==> src/rtl/mem_port_arbiter.sv <==
// -----------------------------------------------------------------------------
// mem_port_arbiter
//   Shares one single-ported, fixed-latency memory between instruction fetch
//   (IF) and the MEM-stage data access. One access is in flight at a time.
//   Each access runs IDLE -> BUSY_x -> RESP -> IDLE. The memory strobe fires
//   in the first BUSY cycle. Read data is registered in the cycle it is valid
//   and then presented with a one-cycle ready pulse. Data normally wins a tie.
//   After STARVE_MAX consecutive tie losses, IF is forced to win.
//
// Ports
//   clk, reset_n           clock (rising edge), synchronous active-low reset
//   if_req/if_addr         fetch request and address
//   if_rdata/if_ready      fetched word and its one-cycle completion pulse
//   d_req/d_we/d_addr/
//   d_wdata                data request, direction, address and store data
//   d_rdata/d_ready        load data and its one-cycle completion pulse
//   stall_if/stall_mem     request pending and not completing this cycle
//   mem_en/mem_we/
//   mem_addr/mem_wdata     registered memory command (mem_en is a 1-cycle strobe)
//   mem_rdata              memory read data, valid MEM_LAT cycles after mem_en
// -----------------------------------------------------------------------------
module mem_port_arbiter #(
  parameter int ADDR_W     = 32,
  parameter int DATA_W     = 32,
  parameter int MEM_LAT    = 2,
  parameter int STARVE_MAX = 4
) (
  input  logic              clk,
  input  logic              reset_n,
  input  logic              if_req,
  input  logic [ADDR_W-1:0] if_addr,
  output logic [DATA_W-1:0] if_rdata,
  output logic              if_ready,
  input  logic              d_req,
  input  logic              d_we,
  input  logic [ADDR_W-1:0] d_addr,
  input  logic [DATA_W-1:0] d_wdata,
  output logic [DATA_W-1:0] d_rdata,
  output logic              d_ready,
  output logic              stall_if,
  output logic              stall_mem,
  output logic              mem_en,
  output logic              mem_we,
  output logic [ADDR_W-1:0] mem_addr,
  output logic [DATA_W-1:0] mem_wdata,
  input  logic [DATA_W-1:0] mem_rdata
);

  typedef enum logic [1:0] {S_IDLE, S_BUSY_I, S_BUSY_D, S_RESP} state_e;

  localparam int            SW         = (STARVE_MAX > 0) ? $clog2(STARVE_MAX + 1) : 1;
  localparam logic [SW-1:0] STARVE_LIM = SW'(STARVE_MAX);
  localparam logic [3:0]    LAT_INIT   = 4'(MEM_LAT);

  state_e            state_q,     state_d;
  logic [SW-1:0]     starve_cnt_q, starve_cnt_d;
  logic [3:0]        lat_cnt_q,   lat_cnt_d;
  logic [DATA_W-1:0] if_rdata_q,  if_rdata_d;
  logic [DATA_W-1:0] d_rdata_q,   d_rdata_d;
  logic              if_ready_q,  if_ready_d;
  logic              d_ready_q,   d_ready_d;
  logic              mem_en_q,    mem_en_d;
  logic              mem_we_q,    mem_we_d;
  logic [ADDR_W-1:0] mem_addr_q,  mem_addr_d;
  logic [DATA_W-1:0] mem_wdata_q, mem_wdata_d;
  logic              grant_if;

  always_comb begin
    // NOTE: every signal gets a default first so no path leaves it unassigned (no latches).
    state_d      = state_q;
    starve_cnt_d = starve_cnt_q;
    lat_cnt_d    = lat_cnt_q;
    if_rdata_d   = if_rdata_q;
    d_rdata_d    = d_rdata_q;
    mem_we_d     = mem_we_q;
    mem_addr_d   = mem_addr_q;
    mem_wdata_d  = mem_wdata_q;
    if_ready_d   = 1'b0;
    d_ready_d    = 1'b0;
    mem_en_d     = 1'b0;
    grant_if     = 1'b0;

    unique case (state_q)
      S_IDLE: begin
        if (if_req || d_req) begin
          // Data wins ties unless IF has lost STARVE_MAX times in a row.
          grant_if  = if_req && (!d_req || ((STARVE_MAX != 0) && (starve_cnt_q == STARVE_LIM)));
          lat_cnt_d = LAT_INIT;
          mem_en_d  = 1'b1;
          if (grant_if) begin
            state_d      = S_BUSY_I;
            mem_addr_d   = if_addr;
            mem_we_d     = 1'b0;
            starve_cnt_d = '0;
          end else begin
            state_d     = S_BUSY_D;
            mem_addr_d  = d_addr;
            mem_we_d    = d_we;
            mem_wdata_d = d_wdata;
            if (if_req && (starve_cnt_q != STARVE_LIM)) starve_cnt_d = starve_cnt_q + 1'b1;
          end
        end
      end

      S_BUSY_I, S_BUSY_D: begin
        // lat_cnt counts the cycles left until mem_rdata is valid.
        // Zero marks the data cycle, which is MEM_LAT cycles after mem_en.
        if (lat_cnt_q == 4'd0) begin
          state_d = S_RESP;
          if (state_q == S_BUSY_I) begin
            if_rdata_d = mem_rdata;
            if_ready_d = 1'b1;
          end else begin
            d_rdata_d  = mem_rdata;
            d_ready_d  = 1'b1;
          end
        end else begin
          lat_cnt_d = lat_cnt_q - 4'd1;
        end
      end

      S_RESP:  state_d = S_IDLE;
      default: state_d = S_IDLE;
    endcase
  end

  always_ff @(posedge clk) begin
    // NOTE: state registers use non-blocking assignments so every flop samples pre-edge values.
    if (!reset_n) begin
      state_q      <= S_IDLE;
      starve_cnt_q <= '0;
      lat_cnt_q    <= '0;
      if_rdata_q   <= '0;
      d_rdata_q    <= '0;
      if_ready_q   <= 1'b0;
      d_ready_q    <= 1'b0;
      mem_en_q     <= 1'b0;
      mem_we_q     <= 1'b0;
      mem_addr_q   <= '0;
      mem_wdata_q  <= '0;
    end else begin
      state_q      <= state_d;
      starve_cnt_q <= starve_cnt_d;
      lat_cnt_q    <= lat_cnt_d;
      if_rdata_q   <= if_rdata_d;
      d_rdata_q    <= d_rdata_d;
      if_ready_q   <= if_ready_d;
      d_ready_q    <= d_ready_d;
      mem_en_q     <= mem_en_d;
      mem_we_q     <= mem_we_d;
      mem_addr_q   <= mem_addr_d;
      mem_wdata_q  <= mem_wdata_d;
    end
  end

  assign if_rdata  = if_rdata_q;
  assign if_ready  = if_ready_q;
  assign d_rdata   = d_rdata_q;
  assign d_ready   = d_ready_q;
  assign mem_en    = mem_en_q;
  assign mem_we    = mem_we_q;
  assign mem_addr  = mem_addr_q;
  assign mem_wdata = mem_wdata_q;
  assign stall_if  = if_req & ~if_ready_q;
  assign stall_mem = d_req & ~d_ready_q;

endmodule

==> config.mk <==
export PLATFORM = sky130hd
export DESIGN_NAME = mem_port_arbiter
export DESIGN_NICKNAME = d
export VERILOG_FILES = /design/src/rtl/mem_port_arbiter.sv
export SDC_FILE = /design/constraint.sdc
export NUM_CORES = 1
export LEC_CHECK = 0
export CAP_MARGIN = 40
export CORE_MARGIN = 5
export CORE_UTILIZATION = 45
export CTS_BUF_LIST = sky130_fd_sc_hd__clkbuf_4 sky130_fd_sc_hd__clkbuf_8 sky130_fd_sc_hd__clkbuf_16
export DETAILED_ROUTE_END_ITERATION = 8
export MAX_ROUTING_LAYER = met4
export PLACE_DENSITY = 0.86
export REMOVE_ABC_BUFFERS = 1
export SLEW_MARGIN = 10
export SYNTH_ARGS = -nofsm -noshare
export SYNTH_HDL_FRONTEND = slang
export SYNTH_SLANG_ARGS = --single-unit
==> constraint.sdc <==
create_clock -name clk -period 4.2 [get_ports clk]
set_input_delay 0.42 -clock clk [delete_from_list [all_inputs] [get_ports clk]]
set_output_delay 0.42 -clock clk [all_outputs]
set_load 0.02 [all_outputs]
# After elaboration in Yosys (flattened, before gate mapping)
# Index checks and enable logic that the tools add are counted.
# Widths: inputs -> output; s select.
[word_totals]
register_bits = 141
word_cells = 60
[op_classes]
n_addsub = 2
eq_ne = 8
n_mux = 14
bitwise_logic = 6
reduce_logical = 19
[op_table]
columns = ["op", "n"]
rows = [
  ["$mux 32", 1],
  ["$reduce_and 3->1", 6],
  ["$mux 4", 2],
  ["$pmux 4 s2", 1],
  ["$mux 2", 3],
  ["$mux 3", 2],
  ["$ne 2x2->1 const B", 3],
  ["$pmux 2 s3", 1],
  ["$reduce_and 2->1", 3],
  ["$eq 2x2->1 const B", 2],
  ["$logic_not 4->1", 1],
  ["$mux 1", 4],
  ["$not 1->1", 4],
  ["$reduce_bool 2->1", 2],
  ["$sub 4x1->4 const B", 1],
  ["$add 3x1->3 const B", 1],
  ["$eq 3x3->1 const B", 1],
  ["$ne 3x3->1 const B", 1],
  ["$and 1x1->1", 2],
  ["$eq 2x1->1 const B", 1],
  ["$logic_and 1x1->1", 2],
  ["$logic_not 2->1", 1],
  ["$logic_or 1x1->1", 2],
  ["$reduce_or 2->1", 1],
  ["$logic_not 1->1", 1],
]

# Logic depth before layout (Yosys ltp)
[logic_depth]
depth_word = 6
depth_mapped = 8

# Worst setup path before layout
# No wires, ideal clock.
[synth_timing]
path_kind = "flip-flop to flip-flop"
start = "register state_q[0]"
end = "register state_q[0]"
t_arrival_ns = 1.492
slack_ns = 2.577
path_stages_with_launch = 8
path_cell_list = "dfxtp_1 -> inv_1 -> ha_1 -> buf_4 -> and4bb_4 -> buf_6 -> o311ai_0 -> a21oi_1"
[synth_via]
elab_chain_len = 4
[synth_rtl]
columns = ["item", "line", "text"]
rows = [
  ["start, declared", "55", "state_e state_q, state_d;"],
  ["start signal, assigned", "142", "state_q <= state_d;"],
  ["$eq 2x1->1 / $eq 2x2->1 (equally long branches)", "83", "unique case (state_q)"],
  ["$reduce_or 2->1", "83", ""],
  ["$ne 2x2->1 (no line)", "-", ""],
  ["$reduce_and 2->1 (no line)", "-", ""],
]
# Parallel ways exist; a longest one is shown, timed or not.
# A chain may end at the register's enable or synchronous reset.

# Worst setup path after layout
[layout_timing]
start = "register state_q[0]"
end = "register if_rdata_q[8] (netlist: if_rdata[8])"
[layout_via]
elab_chain_len = 3
[layout_rtl]
columns = ["item", "line", "text"]
rows = [
  ["$eq 2x1->1 / $eq 2x2->1 (equally long branches)", "83, 110", ""],
  ["$reduce_or 2->1", "83", ""],
  ["$reduce_and 3->1 (no line) (*)", "-", ""],
  ["end signal, assigned", "145", "if_rdata_q <= if_rdata_d;"],
  ["end, declared", "58", "logic [DATA_W-1:0] if_rdata_q, if_rdata_d;"],
]
# Mark *: on every way between the ends. The rest lies on a longest branch, timed or not.

==> results.sh <==
export IMPL_status="finished, final reports clean"
export IMPL_async_flop_share=0
export IMPL_fp_dieW_um=123.9
export IMPL_grt_pass1_vias=5854
export IMPL_yosys_warnings=0
export IMPL_synthFlopType="dfxtp_1"
export IMPL_startpoint="state_q[0]$_SDFFE_PN0P_"
export IMPL_place_hpwl_um=12980
export IMPL_syn_avg_cell_area_um2=8.209
export IMPL_cts_setup_buffers=0
export IMPL_antenna_found_initial=0
export IMPL_peakVddDrop_mv=0.6184
export IMPL_diodes=0
export IMPL_crit_path_end="if_rdata[8]$_SDFFE_PN0P_"
export IMPL_ctsHtreeMaxLevel=4
export IMPL_port_buffers=266
export IMPL_endpoint_kind="register"
export IMPL_clkTransAtPathRegs_ps=60
export IMPL_synth_cells=711
export IMPL_drc=0
export IMPL_synth_cell_types=45
export IMPL_die_h_um=123.9
export IMPL_cts_tree="built"
export IMPL_synth_seq_cells=141
export IMPL_reg2reg_slack_ps=1590
export IMPL_rr_worst_depth=6
export IMPL_ant_nets=0
export IMPL_vias_per_cell=5.600
export IMPL_synthToLayoutAreaGrowth_pct=55.78
export IMPL_crit_arrival_ps=2890
export IMPL_track_usage=0.2531
export IMPL_fin_crit_ps=2608
export IMPL_ctsLongestPathBuffers=2
export IMPL_hold_viol=0
export IMPL_core_um2=12670
export IMPL_crit_required_ps=4480
export IMPL_num_vias=6238
export IMPL_synth_edff_count=0
export IMPL_maxSlewViolCount=0
export IMPL_tns_ps=0
export IMPL_drtPass1Iterations=5
export IMPL_cts_hold_buffers=0
export IMPL_total_power_mw=5.498
export IMPL_critPathMaxFanout=38
export IMPL_rsz0062_at_grt="no"
export IMPL_rows=41
export IMPL_cp_start_kind="register"
export IMPL_grt_overflow=0
export IMPL_r2r_start="state_q[0]$_SDFFE_PN0P_"
export IMPL_maxSlewHeadroom=0.4749
export IMPL_p_leak_nw=3.130
export IMPL_initial_utilization=0.4606
export IMPL_grt_pass1_wl_um=29610
export IMPL_drive_above_1_share=0.05839
export IMPL_clock_fmax_mhz=383.4
export IMPL_dieArea_um2=15350
export IMPL_nets=1069
export IMPL_cts_buffers=17
export IMPL_gp_congestion=0.8480
export IMPL_finalSetupViolations=0
export IMPL_io_pins=267
export IMPL_power_density_nw_per_um2=604.7
export IMPL_drv_cap=0
export IMPL_synth_area_um2=5837
export IMPL_insertion_delay_ps=420
export IMPL_critical_path_class="register to register"
export IMPL_post_cts_resized=0
export IMPL_finalCritPeriodShare=0.6210
export IMPL_post_drt_wl_per_cell_um=17.61
export IMPL_routed_wl_um=19620
export IMPL_cts_sinks=141
export IMPL_skew_ps=4.477
export IMPL_r2r_end="if_rdata[8]$_SDFFE_PN0P_"
export IMPL_drtIter0Drc=619
export IMPL_tightest_slew_ps=787.6
export IMPL_cts_root_buffer="clkbuf_16"
export IMPL_grt_max_degree=68
export IMPL_worstHoldPathType="register to register"
export IMPL_yosysSeqAreaShare=0.4836
[final cells by class]
cell class / count / area, µm²
multi-input cells: 479 / 2604
well taps: 172 / 215.2
flip-flops and latches: 141 / 2823
clock inverters: 11 / 116.4
clock buffers: 21 / 474.2
fillers: 991 / 3578
inverters: 10 / 37.54
repair buffers: 280 / 2823
[how the worst min path moves through the flow]
stage          cells after the start                       from                   endpoint
5_1_grt                            2  mem_wdata[0]$_SDFFE_PN0P_  mem_wdata[0]$_SDFFE_PN0P_
2_1_floorplan                      2    state_q[1]$_SDFFE_PN0P_    state_q[1]$_SDFFE_PN0P_
6_report                           2    state_q[1]$_SDFFE_PN0P_    state_q[1]$_SDFFE_PN0P_
3_5_place_dp                       2        mem_we$_SDFFE_PN0P_        mem_we$_SDFFE_PN0P_
3_3_place_gp                       2        mem_we$_SDFFE_PN0P_        mem_we$_SDFFE_PN0P_
4_1_cts                            2    state_q[1]$_SDFFE_PN0P_    state_q[1]$_SDFFE_PN0P_
[power by group]
part	switching, mW	internal, mW
logic	1.32	0.910
clock network	0.564	0.922
registers	0.147	1.64
total	2.03	3.47
[per-layer routing]
| metal | vias up | global-route usage | routed length, µm |
|---|---|---|---|
| li1 | 3030 | - | - |
| met1 | 2917 | 0.2938 | 7887 |
| met4 | 0 | 0.1054 | 474 |
| met3 | 43 | 0.09401 | 1932 |
| met5 | - | - | 0 |
| met2 | 248 | 0.3961 | 9328 |
[registers in the layout, indices dropped and copies added (netlist names)]
register	count
state_q	2
d_ready	1
mem_wdata	32
lat_cnt_q	4
d_rdata	32
mem_we	1
if_rdata	32
if_ready	1
mem_addr	32
mem_en	1
starve_cnt_q	3
[Yosys cell counts (2+ instances only)]
master / count / share of area
buf_2: 26 / 0.022
o21ai_1: 10 / 0.0086
o31ai_1: 3 / 0.0039
nand3_1: 128 / 0.11
inv_1: 8 / 0.0051
nand2_1: 8 / 0.0051
dfxtp_1: 141 / 0.48
nor4_1: 2 / 0.0021
nor2_1: 3 / 0.0019
a21oi_1: 104 / 0.089
clkbuf_2: 2 / 0.0017
buf_4: 3 / 0.0039
a31oi_1: 31 / 0.033
nor2b_1: 2 / 0.0021
o21ai_0: 152 / 0.13
buf_6: 4 / 0.0077
clkbuf_1: 45 / 0.029
nor3_1: 3 / 0.0026
nand4_1: 4 / 0.0043
ha_1: 7 / 0.015
[stage by stage]
stage | instance area (µm²) | instances | utilization | setup WS, ps | hold WS (ps)
after floorplan | 5456 | 630 | - | 1402 | 434.7
after global placement | 8409 | 1077 | 0.6637 | 1607 | 437.2
after detailed placement | 8502 | 1082 | 0.6710 | 1637 | 442.3
after CTS | 9092 | 1114 | 0.7176 | 1616 | 457.5
after global routing | 9092 | 1114 | 0.7176 | 1342 | 491.1
final | 9092 | 1114 | 0.7176 | 1592 | 457.9
[critical path, cell delays in order, from the launching register on]
cell and delay [ps]:
dfxtp_1 370, inv_1 80, ha_1 490, nand4bb_2 680
buf_4 510, o21ai_0 230, a21oi_1 100
[logic make-up (layout without fill, tap and decap cells)]
kind of cell               Yosys count  count (layout)  synth area share
AOI/OAI and AO/OA                  311             311            0.2834
and+or+nand+nor                    160             160            0.1447
DFF                                141             141            0.4836
buffers and inverters               91             322           0.07159
adders and majority gates            7               7           0.01500
muxes                                1               1          0.001715
[layout by cell type, fill, tap and decap left out, drive strengths merged, types with 2 or more instances in the layout]
cell / instances
nor3: 3
a31oi: 31
dfxtp: 141
nor4: 2
nand3: 128
inv: 10
ha: 7
clkdlybuf4s50: 266
nand2: 8
clkinvlp: 3
o31ai: 3
a21oi: 104
clkbuf: 21
clkinv: 6
and3: 2
nand4: 4
bufinv: 2
o21ai: 162
buf: 14
nor2b: 2
nor2: 3
Power figures use the tool's default switching activity.
